--- src/rtl/seq_pkg.sv ---
`default_nettype none
// ============================================================================
// Module   : seq_pkg
// Purpose  : Shared state encoding and opcode constants for the instruction
//            fetch sequencer.
// Revision : 1.0 - initial release
// ============================================================================
package seq_pkg;

  // Sequencer states, one per phase of the fetch/issue handshake
  typedef enum logic [2:0] {
    IDLE   = 3'd0,
    FETCH  = 3'd1,
    DECODE = 3'd2,
    ISSUE  = 3'd3,
    IMM    = 3'd4,
    WAIT   = 3'd5,
    HALT   = 3'd6
  } state_t;

  // Opcode field lives in bits [15:13] of the instruction word
  localparam int          OPC_MSB = 15;
  localparam int          OPC_LSB = 13;

  localparam logic [2:0]  OP_MV   = 3'b000;
  localparam logic [2:0]  OP_MVI  = 3'b001;
  localparam logic [2:0]  OP_ADD  = 3'b010;
  localparam logic [2:0]  OP_SUB  = 3'b011;
  localparam logic [2:0]  OP_HALT = 3'b111;

endpackage
`default_nettype wire

--- src/rtl/pc_counter.sv ---
`default_nettype none
// ============================================================================
// Module   : pc_counter
// Purpose  : Program counter with async clear to the start address, a
//            synchronous reload of the start address and wrapping increment.
// Revision : 1.0 - initial release
// ============================================================================
module pc_counter #(
  parameter int ADDR_W     = 5,
  parameter int START_ADDR = 0
) (
  input  logic              clk,
  input  logic              rst_n,
  input  logic              load,
  input  logic              inc,
  output logic [ADDR_W-1:0] pc
);

  localparam logic [ADDR_W-1:0] START_PC = ADDR_W'(START_ADDR);

  logic [ADDR_W-1:0] pc_q;
  logic [ADDR_W-1:0] pc_d;

  // Next PC: reload wins over increment; increment wraps naturally
  always_comb begin
    pc_d = pc_q;
    if (load) begin
      pc_d = START_PC;
    end else if (inc) begin
      pc_d = pc_q + ADDR_W'(1);
    end
  end

  // PC register, cleared to the start address asynchronously
  always_ff @(posedge clk or negedge rst_n) begin
    if (!rst_n) begin
      pc_q <= START_PC;
    end else begin
      pc_q <= pc_d;
    end
  end

  assign pc = pc_q;

endmodule
`default_nettype wire

--- src/rtl/prog_sequencer.sv ---
`default_nettype none
// ============================================================================
// Module   : prog_sequencer
// Purpose  : Instruction fetch stage feeding a 16-bit processor. Reads words
//            from a synchronous ROM, issues them on DIN with Run, supplies the
//            MVI immediate one cycle later, waits for Done, stops on HALT.
// Revision : 1.0 - initial release
// ============================================================================
module prog_sequencer
  import seq_pkg::*;
#(
  parameter int ADDR_W     = 5,
  parameter int DATA_W     = 16,
  parameter int START_ADDR = 0
) (
  input  logic              Clock,
  input  logic              Resetn,
  input  logic              Start,
  input  logic              Done,
  input  logic [DATA_W-1:0] Mem_data,
  output logic [ADDR_W-1:0] Mem_addr,
  output logic [DATA_W-1:0] DIN,
  output logic              Run,
  output logic              Halted,
  output logic [ADDR_W-1:0] Pc,
  output logic [15:0]       Instr_count
);

  state_t            state_q, state_d;
  logic [DATA_W-1:0] din_q, din_d;
  logic [15:0]       cnt_q, cnt_d;
  logic              pc_load;
  logic              pc_inc;
  logic [ADDR_W-1:0] pc;
  logic [2:0]        mem_op;
  logic [2:0]        din_op;

  assign mem_op = Mem_data[OPC_MSB:OPC_LSB];
  assign din_op = din_q[OPC_MSB:OPC_LSB];

  pc_counter #(
    .ADDR_W     (ADDR_W),
    .START_ADDR (START_ADDR)
  ) u_pc (
    .clk   (Clock),
    .rst_n (Resetn),
    .load  (pc_load),
    .inc   (pc_inc),
    .pc    (pc)
  );

  // Next-state, DIN register, PC control and issued-instruction counter
  always_comb begin
    state_d = state_q;
    din_d   = din_q;
    cnt_d   = cnt_q;
    pc_load = 1'b0;
    pc_inc  = 1'b0;
    case (state_q)
      IDLE: begin
        if (Start) begin
          pc_load = 1'b1;
          state_d = FETCH;
        end
      end
      FETCH: begin
        state_d = DECODE;
      end
      DECODE: begin
        // ROM word for PC is valid now; the halt word itself is never issued
        din_d   = Mem_data;
        pc_inc  = 1'b1;
        state_d = (mem_op == OP_HALT) ? HALT : ISSUE;
      end
      ISSUE: begin
        if (cnt_q != 16'hFFFF) begin
          cnt_d = cnt_q + 16'd1;
        end
        state_d = (din_op == OP_MVI) ? IMM : WAIT;
      end
      IMM: begin
        din_d   = Mem_data;
        pc_inc  = 1'b1;
        state_d = Done ? FETCH : WAIT;
      end
      WAIT: begin
        if (Done) begin
          state_d = FETCH;
        end
      end
      HALT: begin
        if (Start) begin
          pc_load = 1'b1;
          state_d = FETCH;
        end
      end
      default: begin
        state_d = IDLE;
      end
    endcase
  end

  // State, DIN and counter registers with asynchronous clear
  always_ff @(posedge Clock or negedge Resetn) begin
    if (!Resetn) begin
      state_q <= IDLE;
      din_q   <= '0;
      cnt_q   <= '0;
    end else begin
      state_q <= state_d;
      din_q   <= din_d;
      cnt_q   <= cnt_d;
    end
  end

  // The immediate bypasses the register so it reaches the processor in T1
  assign DIN         = (state_q == IMM) ? Mem_data : din_q;
  assign Run         = (state_q == ISSUE) || (state_q == IMM) || (state_q == WAIT);
  assign Halted      = (state_q == HALT);
  assign Mem_addr    = pc;
  assign Pc          = pc;
  assign Instr_count = cnt_q;

endmodule
`default_nettype wire

--- config.mk ---
export PLATFORM = sky130hd
export DESIGN_NAME = prog_sequencer
export DESIGN_NICKNAME = d
export VERILOG_FILES = /design/src/rtl/seq_pkg.sv /design/src/rtl/pc_counter.sv /design/src/rtl/prog_sequencer.sv
export SDC_FILE = /design/constraint.sdc
export NUM_CORES = 1
export LEC_CHECK = 0
export BUFFER_PORTS_ARGS = -buffer_cell sky130_fd_sc_hd__buf_2
export CAP_MARGIN = 20
export CORE_MARGIN = 1
export CORE_UTILIZATION = 40
export DETAILED_ROUTE_END_ITERATION = 7
export GPL_TIMING_DRIVEN = 0
export PLACE_DENSITY = 0.72
export SLEW_MARGIN = 20
export SYNTH_ARGS = -nofsm -noshare
export SYNTH_HDL_FRONTEND = slang
export SYNTH_HIERARCHICAL = 1
export SYNTH_SLANG_ARGS = --single-unit
--- constraint.sdc ---
create_clock -name Clock -period 1.99 [get_ports Clock]
set_clock_uncertainty 0.2 [all_clocks]
set_input_delay 0.199 -clock Clock [delete_from_list [all_inputs] [get_ports Clock]]
set_output_delay 0.199 -clock Clock [all_outputs]
set_load 0.01 [all_outputs]
==> results of run 1 <==
[power groups by stage]
stage / combinational (uW) / sequential (uW) / clock (uW)
floorplan: 1240 / 1290 / 0
global placement: 1710 / 1280 / 0
detailed placement: 1750 / 1290 / 0
CTS: 2380 / 1270 / 680
global route: 2620 / 1330 / 718
finish: 2450 / 1290 / 670
[worst min-delay path by stage]
stage                 from                          to
CTS                  Start      state_q[1]$_DFFE_PN0P_
finish               Start      state_q[1]$_DFFE_PN0P_
global placement    Resetn       din_q[10]$_DFFE_PN0P_
global route         Start      state_q[1]$_DFFE_PN0P_
detailed placement  Resetn       din_q[10]$_DFFE_PN0P_
floorplan           Resetn  Instr_count[0]$_DFFE_PN0P_
[registers in the layout (all words and copies together) (netlist names)]
name / flops
Instr_count: 16
din_q: 16
state_q: 3
u_pc/pc: 5
[layout make-up]
class | count | share of cell area (%)
multi-input combinational | 118 | 34.8
sequential | 40 | 32.4
timing repair buffer | 97 | 23.4
buffer | 10 | 2.99
tap | 67 | 2.70
clock buffer | 6 | 2.34
clock inverter | 2 | 1.13
inverter | 2 | 0.242
[metal layers]
metal	vias up	share of wire (%)
met2	43	53
met3	6	4.5
li1	810	-
met1	850	42
met5	-	0
met4	0	1.1
[cells by family (layout without fill, tap and decap cells)]
group / after synthesis / count (layout) / synth area share, %
compound gates: 11 / 11 / 3.48
xor+xnor: 15 / 15 / 6.29
fa+ha+maj: 3 / 3 / 1.68
buf+inv: 13 / 117 / 4.74
flops: 40 / 40 / 48.0
mux: 37 / 37 / 20.3
simple gates: 52 / 52 / 15.6
[per-stage QoR]
stage          instance area (um2)  utilization [%]
2_1_floorplan                 2100                -
3_3_place_gp                  2500             51.2
3_5_place_dp                  2500             51.2
4_1_cts                       3050             62.4
5_1_grt                       3100             63.5
6_report                      3100             63.5
[placed cells by master (no fill, tap or decap), drive strengths merged, types with 4 or more instances in the layout]
| cell type | Yosys | routed |
|---|---|---|
| buf | 10 | 89 |
| clkbuf | 1 | 7 |
| dfrtp | 40 | 40 |
| dlygate4sd3 | 0 | 17 |
| mux2 | 36 | 36 |
| nand2 | 6 | 6 |
| nand3 | 9 | 9 |
| nand4 | 7 | 7 |
| nor2 | 7 | 7 |
| nor3 | 4 | 4 |
| xnor2 | 11 | 11 |
| xor2 | 4 | 4 |
[repair_timing]
item,in CTS,in global routing
setup buffers,11,5
endpoints found under the setup margin,28,28
gates resized for setup,43,3
hold buffers,17,0
hold endpoints to repair,56,0
cloned,1,0
pin swaps,3,4
[critical path: stages (launching register included)]
cell and delay, ps:
dfrtp_1 380, buf_6 120, nor3_4 300, buf_6 200
mux2_4 310, buf_6 130
==> impl_metrics.ini, run 1 <==
[finish]
multiInputGateArea_um2 = 1080
layout.nets = 296
stdcell_count = 342
n_antenna_cell = 0
nFillCells = 409
drive_above_1_share_pct = 53.1
final-seq-area_um2 = 1000
area_delta_synth_final_pct = 48.5

[power_and_ir_drop]
pwr-share-comb_pct = 55.6
powerDensity_nw_per_um2 = 1430
peakVddDrop_mv = 0.949
switching_share_pct = 33.7
p_seq_share_pct = 29.3
leakagePower_uw = 0.00150
internal_power_uw = 2930
clkPwrFrac_pct = 15.2
net-switching-power_uw = 1490
power_uw = 4420

[routing]
wirelength_mm = 5.13
drt-initial-drc-count = 117
drt_first_pass_iters = 4
wl_per_cell_um = 15.0
via_count = 1709
vias_per_cell = 5.00
ant_nets = 0
drc = 0

[global_route]
use_met3_pct = 4.88
gr-usage-all-layers_pct = 19.9
grt_max_degree = 41
grt-busiest-layer = met2
grt_pass1_vias = 1646
met2_usage_pct = 34.1
antenna_found_initial = 0
use_met1_pct = 24.4
grt_overflow = 0
grt_pass1_wl_mm = 8.14

[timing]
fin_crit_sh_pct = 107
clock.fmax_ghz = 0.468
period_needed_ps = 2140
slew_viol_final = 0
rsz0062_at_grt = true
max-slew-margin-rel_pct = 39.9
worst_slew_pin_slew_ps = 901
worst_slack_ps = -147
tns_ps = -2470
hold_slack_ps = 33.7
finalSetupViolCount = 28
hold_viol = 0

[logic_synthesis]
ys_top_cells_by_count = dfrtp_1 (40), mux2_2 (33), xnor2_1 (11)
ys_types = 42
yosysWarnings = 6
synth_ff_type = dfrtp_1
yosys.area.top_type = dfrtp_1
synth_area_leaders = dfrtp_1 (48%), mux2_2 (18%), xnor2_1 (4.6%)
synth_top_area_share_pct = 48.0
synth.most_common_cell = dfrtp_1
synth_cells = 171
async_reset_ff_share_pct = 100
netlist_area_um2 = 2090
syn_nets = 193
seq_area_frac_synth_pct = 48.0
ys_ff_latch = 40
syn_avg_cell_area_um2 = 12.2
synth_edf_count = 0

[clock_network]
cts_root_buffer = clkbuf_8
worstSkewPairLatency_ps = 300
clock_sinks = 40
cts.htree.levels = 2
cts_tree = done
cts_buffer_depth = 2
clkTransAtPathRegs_ps = 80
cts_buffers = 5

[floorplan]
rows = 25
die_y_um = 74.2
pin_count = 64
fp.coreArea_um2 = 4880
initial_core_util_pct = 42.8
die_x_um = 74.2
fp.dieArea_um2 = 5510

[setup_path]
cp-end-kind = output pin
crit_fanout = 6
reg2reg_slack_ps = -60
crit_path_start_kind = register
timing.rr.start = state_q[1]$_DFFE_PN0P_
worst_ep_required_time_ps = 1590
cp.arrival_ps = 1740
worstSetupStartpoint = state_q[0]$_DFFE_PN0P_
crit_end = DIN[15]
ff2ff_path_depth = 8
worstReg2RegEnd = u_pc/pc[4]$_DFFE_PN0P_
path_class = reg2out

[status]
violations = setup timing
outcome = finished with violations

[job]
cap_viol_max_count = 0

[placement]
dp_cells = 301
dpl.hpwl_mm = 2.87
port_buffers = 63
place_congestion = 0.786
dp_slack_ps = -317

[min_path]
min_path_type = in2reg
hold_depth = 3
No activity file was read; power rests on OpenSTA's default activity.
==> run 2, diff against run 1 <==
--- a/config.mk
+++ b/config.mk
@@ -5,13 +5,14 @@
 export SDC_FILE = /design/constraint.sdc
 export NUM_CORES = 1
 export LEC_CHECK = 0
+export ABC_AREA = 1
 export BUFFER_PORTS_ARGS = -buffer_cell sky130_fd_sc_hd__buf_2
 export CAP_MARGIN = 20
 export CORE_MARGIN = 1
 export CORE_UTILIZATION = 40
 export DETAILED_ROUTE_END_ITERATION = 7
 export GPL_TIMING_DRIVEN = 0
-export PLACE_DENSITY = 0.72
+export PLACE_DENSITY = 0.71
 export SLEW_MARGIN = 20
 export SYNTH_ARGS = -nofsm -noshare
 export SYNTH_HDL_FRONTEND = slang
==> run 2 against run 1 <==
Compared with the run above:
- the run now ends clean
- fmax up 11%
- sequential power down 4%
- design area up 1.2%
- critical path depth unchanged
- final cell count up 43%
- wire length up 16%
- global-route usage about the same
- power down 9.5%
- setup slack better by 210 ps
- critical path type unchanged
- largest cell class unchanged
- highest routed layer unchanged
==> impl_metrics.ini, run 2 <==
[power_and_ir_drop]
internal_power_uw = 2280
leakagePower_uw = 0.00158
pwr-share-comb_pct = 52.4
switching_share_pct = 43.1
p_seq_share_pct = 31.1
power_uw = 4000
net-switching-power_uw = 1720
peakVddDrop_mv = 0.693
powerDensity_nw_per_um2 = 1270
clkPwrFrac_pct = 16.6

[timing]
hold_slack_ps = 79.6
finalSetupViolCount = 0
max-slew-margin-rel_pct = 40.0
worst_slew_pin_slew_ps = 900
period_needed_ps = 1930
clock.fmax_ghz = 0.519
hold_viol = 0
fin_crit_sh_pct = 96.9
slew_viol_final = 0

[status]
outcome = complete, no violations

[global_route]
gr-usage-all-layers_pct = 19.9
grt_pass1_wl_mm = 9.50
use_met1_pct = 25.4
grt-busiest-layer = met2
grt_pass1_vias = 2054
use_met3_pct = 3.72
antenna_found_initial = 0
grt_overflow = 0
grt_max_degree = 41
met2_usage_pct = 33.3

[setup_path]
worstReg2RegEnd = Instr_count[7]$_DFFE_PN0P_
worst_ep_required_time_ps = 1590
ff2ff_path_depth = 9
path_class = reg2out
crit_path_start_kind = register
worstSetupStartpoint = state_q[1]$_DFFE_PN0P_
crit_fanout = 10
cp.arrival_ps = 1530
reg2reg_slack_ps = 90
timing.rr.start = Instr_count[0]$_DFFE_PN0P_
cp-end-kind = output pin

[logic_synthesis]
ys_top_cells_by_count = nand2_1 (99), nor2_1 (41), dfrtp_1 (40)
synth_ff_type = dfrtp_1
synth_area_leaders = dfrtp_1 (43%), nand2_1 (16%), nor2_1 (6.6%)
netlist_area_um2 = 2330
synth.most_common_cell = nand2_1
synth_top_area_share_pct = 42.9
yosys.area.top_type = dfrtp_1
yosysWarnings = 6
syn_nets = 346
ys_types = 24
ys_ff_latch = 40
syn_avg_cell_area_um2 = 7.19
synth_edf_count = 0
async_reset_ff_share_pct = 100
synth_cells = 324
seq_area_frac_synth_pct = 42.9

[min_path]
hold_depth = 5
hold_end = state_q[0]$_DFFE_PN0P_
hold_start = Start
min_path_type = in2reg

[routing]
drc = 0
drt_first_pass_iters = 4
via_count = 2354
ant_nets = 0
wirelength_mm = 5.95
wl_per_cell_um = 12.2
vias_per_cell = 4.81
drt-initial-drc-count = 121

[floorplan]
pin_count = 64
fp.dieArea_um2 = 6140
die_y_um = 78.3
rows = 27
initial_core_util_pct = 41.8
fp.coreArea_um2 = 5570
die_x_um = 78.3

[placement]
dp_cells = 459
dpl.hpwl_mm = 3.92
port_buffers = 63
place_congestion = 0.935
placed_area_um2 = 2740

[clock_network]
cts_buffer_depth = 2
cts_buffers = 5
cts_root_buffer = clkbuf_8
clkTransAtPathRegs_ps = 80
clock_sinks = 40
cts.htree.levels = 2
cts_tree = done
worstSkewPairLatency_ps = 290

[finish]
nFillCells = 514
drive_above_1_share_pct = 27.6
area_delta_synth_final_pct = 34.6
multiInputGateArea_um2 = 1150
n_antenna_cell = 0
final_core_util_pct = 56.3
final_cell_mix = nand2_1 (98), buf_2 (65), dfrtp_1 (39), nor2_1 (39), inv_1 (35)
layout.nets = 438
final_cell_area_um2 = 3140
stdcell_count = 489
final_common_cell = nand2_1
final-seq-area_um2 = 1000

[job]
cap_viol_max_count = 0
-- run 2: changes by cell type after synthesis, sizes merged, moves of 3 or more --
cell and delta:
nor3b -3, mux2 -36, nor2 +41, nand3b -3
buf +4, o21ai +22, a21oi +16, inv +35
xnor2 -3, nand2 +97, nor2b -3, nand3 +6
xor2 -4
-- run 2: timing repair --
action / CTS / global route
buffers inserted: 0 / 4
resized for setup: 6 / 19
pin swaps: 0 / 1
endpoints found under the hold margin: 57 / 0
hold buffers: 18 / 0
endpoints found under the setup margin: 16 / 31
-- run 2: layout make-up --
class,instances,share of cell area [%]
Multi-Input combinational cell,231,36.5
Sequential cell,40,32.0
Timing Repair Buffer,85,16.8
Inverter,39,4.67
Buffer,14,3.79
Tap cell,72,2.87
Clock buffer,6,2.31
Clock inverter,2,1.12
-- run 2: power groups by stage --
stage	Sequential, uW	Clock, uW	Combinational (uW)
2_1_floorplan	1240	0	1230
3_3_place_gp	1240	0	1790
3_5_place_dp	1240	0	1840
4_1_cts	1230	680	1890
5_1_grt	1280	713	2330
6_report	1240	661	2090
-- run 2: per-stage QoR --
| stage | TNS [ps] | worst slack, ps |
|---|---|---|
| final | 0 | 61.5 |
| after global routing | -68.1 | -19.9 |
| after CTS | 0 | 2.88 |
| after detailed placement | 0 | 37.1 |
| after global placement | 0 | 65.7 |
| after floorplan | 0 | 226 |
-- run 2: per-layer routing --
metal	up-vias	share of wire, %
met5	-	0
met2	61	50
met4	0	1.6
met1	1090	45
met3	10	3.7
li1	1193	-
-- run 2: how the worst max path moves through the flow --
stage | end | slack [ps] | cells past startpoint
after floorplan | Instr_count[3]$_DFFE_PN0P_ | 230 | 9
after global placement | Instr_count[14]$_DFFE_PN0P_ | 70 | 9
after detailed placement | u_pc/pc[4]$_DFFE_PN0P_ | 40 | 9
after CTS | DIN[9] | 3 | 5
after global routing | u_pc/pc[3]$_DFFE_PN0P_ | -20 | 9
final | DIN[8] | 60 | 5
-- run 2: kinds of logic (layout without fill, tap and decap cells) --
logic type | Yosys count | in the layout | share of synthesized area (%)
AO/OA/AOI/OAI | 44 | 44 | 10.1
XOR/XNOR | 8 | 8 | 3.01
adder cells (fa/ha/maj) | 2 | 2 | 1.07
buffers and inverters | 53 | 146 | 10.3
flip-flops | 40 | 40 | 42.9
AND/OR/NAND/NOR | 177 | 177 | 32.6
-- run 2: worst max-delay path, cell delays in order (launching register included) --
cell	delay, ps
dfrtp_2	460
nor2_4	190
nand2_8	90
buf_6	160
a21oi_1	180
buf_2	160
==> run 3, diff against run 2 <==
==> constraint.sdc (replaced) <==
create_clock -name Clock -period 1.99 [get_ports Clock]
set_clock_uncertainty 0.2 [all_clocks]
set_input_delay 0 -clock Clock [delete_from_list [all_inputs] [get_ports Clock]]
set_output_delay 0 -clock Clock [all_outputs]
set_load 0.01 [all_outputs]
==> run 3 against run 2 <==
Compared with the run above:
- via count is 0.59% higher
- utilization shrank 0.52 points
- wire length down 1.2%
- die area did not move
- fmax is 1.3% higher
- non-clock buffer count rose by 2
- critical path depth up 4
- critical path type is now reg2reg
==> impl_metrics.ini, run 3 (synthesized netlist as in run 2, its figures left out) <==
[global_route]
grt_max_degree = 41
grt_pass1_vias = 2051
grt_overflow = 0
gr-usage-all-layers_pct = 19.9
grt_pass1_wl_mm = 9.50
antenna_found_initial = 0

[clock_network]
cts.htree.levels = 2
worstSkewPairLatency_ps = 290
cts_buffer_depth = 2
cts_tree = done
cts_buffers = 5
clock_sinks = 40
clkTransAtPathRegs_ps = 80
cts_root_buffer = clkbuf_8

[power_and_ir_drop]
peakVddDrop_mv = 0.785
powerDensity_nw_per_um2 = 1270
leakagePower_uw = 0.00158

[finish]
drive_above_1_share_pct = 26.7
n_antenna_cell = 0
layout.nets = 440
area_delta_synth_final_pct = 33.3
final_cell_mix = nand2_1 (97), buf_2 (66), dfrtp_1 (39), nor2_1 (39), inv_1 (34)
final_common_cell = nand2_1
nFillCells = 515

[floorplan]
fp.dieArea_um2 = 6140
fp.coreArea_um2 = 5570
die_y_um = 78.3
initial_core_util_pct = 41.8
pin_count = 64
die_x_um = 78.3
rows = 27

[setup_path]
worst_ep_required_time_ps = 1970
cp.arrival_ps = 1890
timing.rr.start = Instr_count[0]$_DFFE_PN0P_
crit_fanout = 10
cp-end-kind = register
path_class = reg2reg
crit_path_start_kind = register
worstSetupStartpoint = Instr_count[0]$_DFFE_PN0P_
slowest_delay_ps = 450
critPathMostFrequentCell = nand2_1
cp_cell_sequence = ha_2 > nand3_2 > clkinv_1 > nand2_2 > o21ai_4 > inv_2 > buf_6 > nand2_1 > nand2_1
cp_slowest_cell = dfrtp_1

[timing]
hold_slack_ps = 167
worst_slack_ps = 86.7
hold_viol = 0
max-slew-margin-rel_pct = 40.1
worst_slew_pin_slew_ps = 899
finalSetupViolCount = 0
fin_crit_sh_pct = 95.6
period_needed_ps = 1900
tns_ps = 0
slew_viol_final = 0
clock.fmax_ghz = 0.525

[routing]
wl_per_cell_um = 12.0
drt_first_pass_iters = 4
via_count = 2368
ant_nets = 0
drc = 0
drt-initial-drc-count = 149
wirelength_mm = 5.88
vias_per_cell = 4.82

[placement]
place_congestion = 0.935
dp_slack_ps = 37.1
dpl.hpwl_mm = 3.92
port_buffers = 63

[status]
outcome = complete, no violations

[min_path]
min_path_type = in2async

[job]
cap_viol_max_count = 0
run 3: cell count changes in the layout (fill, tap and decap cells not counted), moves of 2 or more:
| cell | change |
|---|---|
| a21oi_1 | +5 |
| a21oi_2 | -5 |
| buf_6 | -3 |
| dlygate4sd3_1 | +2 |
| nand2_2 | +2 |
run 3: power by group:
group | leakage (uW) | switching [uW] | internal, uW
sequential | 0.000519 | 177 | 1070
combinational | 0.00100 | 1220 | 825
clock | 0.0000552 | 286 | 372
total | 0.00158 | 1680 | 2270
run 3: timing repair:
action | 4_1_cts | 5_1_grt
resized for setup | 0 | 16
buffers inserted | 0 | 4
endpoints found under the hold margin | 60 | 0
endpoints found under the setup margin | 0 | 33
hold buffers | 20 | 0
run 3: through the flow:
step	std cells	power [uW]	util (%)	area [um2]
floorplan	324	2470	-	2330
global placement	459	3030	49.1	2740
detailed placement	459	3080	49.1	2740
CTS	487	3820	54.6	3040
global route	491	4270	55.8	3110
finish	491	3950	55.8	3110
run 3: area by class of cell:
cell class | count | area (um2) | share of cell area [%]
Multi-Input combinational cell | 231 | 1110 | 35.7
Sequential cell | 40 | 1000 | 32.2
Timing Repair Buffer | 87 | 546 | 17.6
Inverter | 39 | 146 | 4.71
Buffer | 14 | 105 | 3.38
Tap cell | 72 | 90.1 | 2.90
Clock buffer | 6 | 72.6 | 2.33
Clock inverter | 2 | 35.0 | 1.13
run 3: final timing paths:
| kind | slack (ps) | cells after the start | to |
|---|---|---|---|
| worst max-delay path | 90 | 9 | Instr_count[7]$_DFFE_PN0P_ |
| worst min-delay path | 170 | 2 | Instr_count[0]$_DFFE_PN0P_ |
| worst max register to register | 90 | 9 | Instr_count[7]$_DFFE_PN0P_ |
| worst min register to register | 350 | 2 | din_q[0]$_DFFE_PN0P_ |
| max in group asynchronous | 810 | 2 | state_q[1]$_DFFE_PN0P_ |
| min in group Clock | 270 | 4 | din_q[11]$_DFFE_PN0P_ |
run 3: critical path: cells and delay by family, from the launching register on:
family	cells	cell delay (ps)
AND/OR/NAND/NOR	4	310
buffers and inverters	3	320
AO/OA/AOI/OAI	1	250
adder cells (fa/ha/maj)	1	270
flip-flops	1	450
run 3: per-layer routing:
layer  vias up  share of wire [%]  track usage, %
met4         0                1.6            7.41
met2        58                 49            33.5
met3        10                3.6            3.72
met1      1106                 45            25.2
li1       1194                  -               -
met5         -                  0               0
